`config.mk`:
```
export PLATFORM = sky130hd
export DESIGN_NAME = csa_accum_ctrl
export DESIGN_NICKNAME = d
export VERILOG_FILES = /design/src/rtl/csa_accum_ctrl.sv
export SDC_FILE = /design/constraint.sdc
export NUM_CORES = 1
export LEC_CHECK = 0
export CORE_AREA = 4 4 109 90
export DETAILED_ROUTE_END_ITERATION = 7
export DIE_AREA = 0 0 113 94
export GPL_TIMING_DRIVEN = 0
export PLACE_DENSITY = 0.87
export SYNTH_ARGS = -nofsm -noshare
export SYNTH_HDL_FRONTEND = slang
export SYNTH_SLANG_ARGS = --single-unit
```
`constraint.sdc`:
```
create_clock -name clk -period 3.55 [get_ports clk]
set_input_delay 1.065 -clock clk [delete_from_list [all_inputs] [get_ports clk]]
set_output_delay 1.065 -clock clk [all_outputs]
set_load 0.02 [all_outputs]
```
`src/rtl/csa_accum_ctrl.sv`:
```
// Frame accumulator: sums len unsigned operands in carry-save form, then
// resolves S + C with a single carry-propagate add before handing off the result.
module csa_accum_ctrl #(
    parameter int W  = 16,
    parameter int CW = 8
) (
    input  logic              clk,
    input  logic              rst_n,
    input  logic              start,
    input  logic [CW-1:0]     len,
    input  logic              in_valid,
    input  logic [W-1:0]      in_data,
    output logic              in_ready,
    output logic              out_valid,
    output logic [W+CW-1:0]   out_sum,
    input  logic              out_ready,
    output logic              busy
);
    localparam int RW = W + CW;

    typedef enum logic [1:0] {IDLE, ACCUM, RESOLVE, DONE} state_t;

    state_t        state;
    logic [RW-1:0] s_q, c_q;
    logic [CW-1:0] len_q, cnt_q;
    logic [RW-1:0] x_ext, s_nxt, c_nxt;

    // 3:2 compressor: no carry ripples here, so the per-operand path stays shallow
    assign x_ext = {{CW{1'b0}}, in_data};
    assign s_nxt = s_q ^ c_q ^ x_ext;
    assign c_nxt = ((s_q & c_q) | (s_q & x_ext) | (c_q & x_ext)) << 1;

    always_ff @(posedge clk or negedge rst_n) begin
        if (!rst_n) begin
            state     <= IDLE;
            s_q       <= '0;
            c_q       <= '0;
            len_q     <= '0;
            cnt_q     <= '0;
            out_sum   <= '0;
            in_ready  <= 1'b0;
            out_valid <= 1'b0;
            busy      <= 1'b0;
        end else begin
            case (state)
                IDLE: begin
                    if (start) begin
                        s_q      <= '0;
                        c_q      <= '0;
                        cnt_q    <= '0;
                        len_q    <= len;
                        busy     <= 1'b1;
                        in_ready <= (len != '0);
                        state    <= (len != '0) ? ACCUM : RESOLVE;
                    end
                end
                ACCUM: begin
                    if (in_valid) begin
                        s_q   <= s_nxt;
                        c_q   <= c_nxt;
                        cnt_q <= cnt_q + 1'b1;
                        // len_q is nonzero here, so len_q-1 cannot wrap
                        if (cnt_q == len_q - 1'b1) begin
                            in_ready <= 1'b0;
                            state    <= RESOLVE;
                        end
                    end
                end
                RESOLVE: begin
                    out_sum   <= s_q + c_q;
                    out_valid <= 1'b1;
                    state     <= DONE;
                end
                DONE: begin
                    if (out_ready) begin
                        out_valid <= 1'b0;
                        busy      <= 1'b0;
                        state     <= IDLE;
                    end
                end
                default: begin
                    in_ready  <= 1'b0;
                    out_valid <= 1'b0;
                    busy      <= 1'b0;
                    state     <= IDLE;
                end
            endcase
        end
    end
endmodule

```
[After elaboration in Yosys (flattened, before gate mapping)]
Cells that the tools add are included.
Cells by class
  multiplexer cells: 22
  equal/unequal tests: 8
  add/subtract/negate cells: 3
  reductions and logical operators: 11
  bitwise gates (word level): 7
Operators by type and width (number)
  24-bit case mux with 2 select lines: 2
  24-bit 2-to-1 mux: 3
  23-bit by 16-bit bitwise AND with 23-bit output: 2
  23-bit OR: 2
  24-bit adder: 1
  24-bit by 16-bit bitwise XOR with 24-bit output: 1
  24-bit bitwise XOR: 1
  23-bit bitwise AND: 1
  8-bit 2-to-1 mux: 2
  8-bit case mux with 2 select lines: 1
  2-bit 2-to-1 mux: 5
  8-bit by 1-bit adder with 8-bit output, second input constant: 1
  8-bit equality test: 1
  2-bit inequality test, second input constant: 4
  2-bit case mux with 4 select lines: 1
  4-bit AND reduction: 2
  8-bit nonzero test: 1
  8-bit by 1-bit subtractor with 8-bit output, second input constant: 1
  1-bit case mux with 2 select lines: 3
  3-bit AND reduction: 2
  2-bit nonzero test: 3
  1-bit 2-to-1 mux: 5
  2-bit equality test, second input constant: 2
  2-bit AND reduction: 2
  other kinds (2): 2
Storage, ports and cells
  word-level logic and storage cells: 60
  bits of input ports: 29
  register bits after elaboration: 93
  output and inout port bits: 27

[Depth between registers and ports, before layout]
  depth after elaboration: 5
  depth in mapped cells: 10
  gate-level depth less buffers: 8

[Worst setup path after synthesis]
Ideal clock, no wire load.
  path type: register to register
  start: register s_q[1]
  end: register out_sum[11]
  path slack: 1215 ps
  arrival: 2203 ps
  setup time: 132 ps
  required time: 3418 ps
  path buffers: 0
  stages on the path, launching flop included: 9
  period minus slack after synthesis: 2335 ps
  path through: dfrtp_1 -> ha_1 -> fa_1 -> a211oi_1 -> o21bai_1 -> a21o_1 -> a311oi_2 -> xor2_1 -> o21ai_1
Between the ends
  longest elaborated chain between the ends: 1
Ends and longest elaborated chain
  start: declaration: line 24  | logic [RW-1:0] s_q, c_q;
  start signal: assignment: line 59  | s_q <= s_nxt;
  24-bit adder: line 70  | out_sum <= s_q + c_q;
  end signal: assignment: line 70
  end: declaration: line 15  | output logic [W+CW-1:0] out_sum,
No other way between the ends.
A chain may end at the register's enable or synchronous reset.

[Final worst setup path]
Same ends and word-level chain as after synthesis.

==> results.txt <==
outcome: complete, no violations
initial antenna violation count: 0
number of diodes: 0
H-tree levels: 3
ys flop type: dfrtp_1
Yosys reg bits: 92
worst skew pair latency: 0.36 ns
Slew @ Worst Pin: 0.785 ns
vias per cell: 6.40
setup violators final: 0
Critical Path End: out_sum[11]$_DFFE_PN0P_
crit-path max FO: 3
Critical Path RT: 3.79 ns
DIE HEIGHT: 94 um
fillers: 662
Final Wtd Congestion: 0.916
hold_ws: 0.496 ns
worst r2r dst: out_sum[11]$_DFFE_PN0P_
clk_skew: 0.00662 ns
Clock Sinks: 92
grt total ovfl: 0
CP arrival: 3.18 ns
post-CTS setup buffers: 0
sequential area share after synthesis: 0.436
initial core utilization: 0.600
post-CTS sizing: 0
RSZ-0062 raised after global routing: no
global-route wire length before repair: 22.2 mm
Root Driver: clkbuf_8
r2r startpoint: s_q[1]$_DFFE_PN0P_
Rows: 31
Final period util: 0.827
Max Cap Violations: 0
VDD IR-drop max: 0.000419 V
hold buffers post-CTS: 0
Core ar.: 8800 sq um
Post-route DRC: 0
Syn Area/Cell: 10.8 sq um
PD cells: 729 nW/um^2
min-delay worst type: register to register
Clock Pin Slew Worst Setup and Hold Paths: 0.09 ns
Unique masters post-synth: 55
All-Layer GR Usage: 0.262
Routed WL per cell: 19.4 um
wire length after detailed routing: 13.2 mm
Final nets: 632
IO buf count: 55
Peak Freq: 341 MHz
Layout area overhead: 17.9%
Post-Syn Instances: 491
antenna-violating nets left: 0
fin crit period: 2.94 ns
Register-to-Register Path Depth: 8
commonest non-fill, non-tap cells in the layout: dfrtp_1, clkdlybuf4s50_1, a22o_1, nand2_1, ha_1
Syn Std Cell Area: 5280 sq um
Ports: 56
crit path capture type: register
vias in the first global route: 4,531
fraction of registers with async set/reset: 1.00
drt first pass iters: 5
R2R setup slack: 0.61 ns
syn_nets: 565
post-layout util: 0.707
Max Slew Vio Count: 0
HPWL Detailed: 9.82 mm
Lkg Pwr: 2.82 nW
clock buffer depth: 2
Synthesis Warnings: 0
crit path launch: s_q[1]$_DFFE_PN0P_
commonest non-fill, non-tap cell in the layout: dfrtp_1
Slew headroom: 0.477
WS Path Type: register to register
final hold violation count: 0
startpoint types: register
die width: 113 um
clock buffer count from CTS: 9
CTS tree: yes
layout cell share with drive strength beyond 1: 0.0764
DRT iter0 DRCs: 280
Vias: 4,338
largest net degree at the start of global routing: 54
die area: 10,600 sq um
Post-synth EDFFs: 0
metal layers:
metal / global-route usage / vias up / share of wire
met4: 0.0911 / 0 / 0.021
met2: 0.431 / 181 / 0.48
li1: - / 1972 / -
met1: 0.348 / 2154 / 0.43
met5: 0 / - / 0
met3: 0.0534 / 31 / 0.066
cells by family after synthesis:
kind of cell               count (synthesis)  share of synthesized area
adders and majority gates                 45                      0.129
and+or+nand+nor                          116                      0.106
AOI/OAI and AO/OA                        160                      0.221
xor gates and xnor gates                  23                     0.0395
buffers and inverters                     34                     0.0249
muxes                                     21                     0.0436
DFF                                       92                      0.436
cells in the mapped netlist (all sizes together) (14+ instances only):
| master | count | area share |
|---|---|---|
| a22o | 48 | 0.080 |
| fa | 16 | 0.061 |
| nand2 | 36 | 0.026 |
| xnor2 | 14 | 0.025 |
| nor3 | 14 | 0.014 |
| mux2 | 16 | 0.034 |
| a21oi | 25 | 0.024 |
| clkbuf | 18 | 0.013 |
| dfrtp | 92 | 0.44 |
| o21ai | 24 | 0.023 |
| nor2 | 28 | 0.020 |
| ha | 29 | 0.069 |
sequential cells by signal, indices dropped and copies added, names as in the netlist:
| name | cells |
|---|---|
| busy | 1 |
| c_q | 23 |
| cnt_q | 8 |
| in_ready | 1 |
| len_q | 8 |
| out_sum | 24 |
| out_valid | 1 |
| s_q | 24 |
| state | 2 |
cell type report:
type | instances | area (sq um) | share of cell area
clock buffers | 10 | 138 | 0.0221
repair buffers | 56 | 576 | 0.0924
inverters | 12 | 45.0 | 0.00723
well taps | 115 | 144 | 0.0231
plain buffers | 22 | 86.3 | 0.0139
flip-flops and latches | 92 | 2300 | 0.370
clock inverters | 6 | 87.6 | 0.0141
multi-input cells | 365 | 2850 | 0.458
worst min path at each step:
stage / start / end / slack [ns] / cells past startpoint
final: out_sum[22]$_DFFE_PN0P_ / out_sum[22]$_DFFE_PN0P_ / 0.50 / 2
after global routing: out_sum[6]$_DFFE_PN0P_ / out_sum[6]$_DFFE_PN0P_ / 0.53 / 1
after CTS: out_sum[22]$_DFFE_PN0P_ / out_sum[22]$_DFFE_PN0P_ / 0.50 / 2
after detailed placement: out_sum[22]$_DFFE_PN0P_ / out_sum[22]$_DFFE_PN0P_ / 0.48 / 2
after global placement: out_sum[6]$_DFFE_PN0P_ / out_sum[6]$_DFFE_PN0P_ / 0.47 / 1
after floorplan: s_q[23]$_DFFE_PN0P_ / s_q[23]$_DFFE_PN0P_ / 0.47 / 1
report_power, final:
group          internal (mW)  total, mW  switching [mW]
Clock                  0.416      0.803           0.386
Combinational          0.890       2.12            1.22
Sequential              1.33       1.62           0.292
metrics by stage:
stage | setup WS [ns] | area (sq um) | power (mW) | cells | TNS (ns)
6_report | 0.614 | 6230 | 4.54 | 678 | 0
5_1_grt | 0.478 | 6230 | 4.84 | 678 | 0
4_1_cts | 0.711 | 6230 | 4.53 | 678 | 0
3_5_place_dp | 0.394 | 6000 | 3.71 | 662 | 0
3_3_place_gp | -1.82 | 5980 | 3.58 | 661 | -167.22
2_1_floorplan | 1.21 | 5280 | 3.00 | 491 | 0
worst max-delay path, cell delays in order (launching register included):
cell and delay [ns]:
dfrtp_1 0.42, ha_1 0.30, fa_1 0.45, a211oi_1 0.41, o21bai_1 0.16, a21o_1 0.26, a311oi_2 0.43, xor2_1 0.29
o21ai_1 0.09
Power figures use the tool's default switching activity.
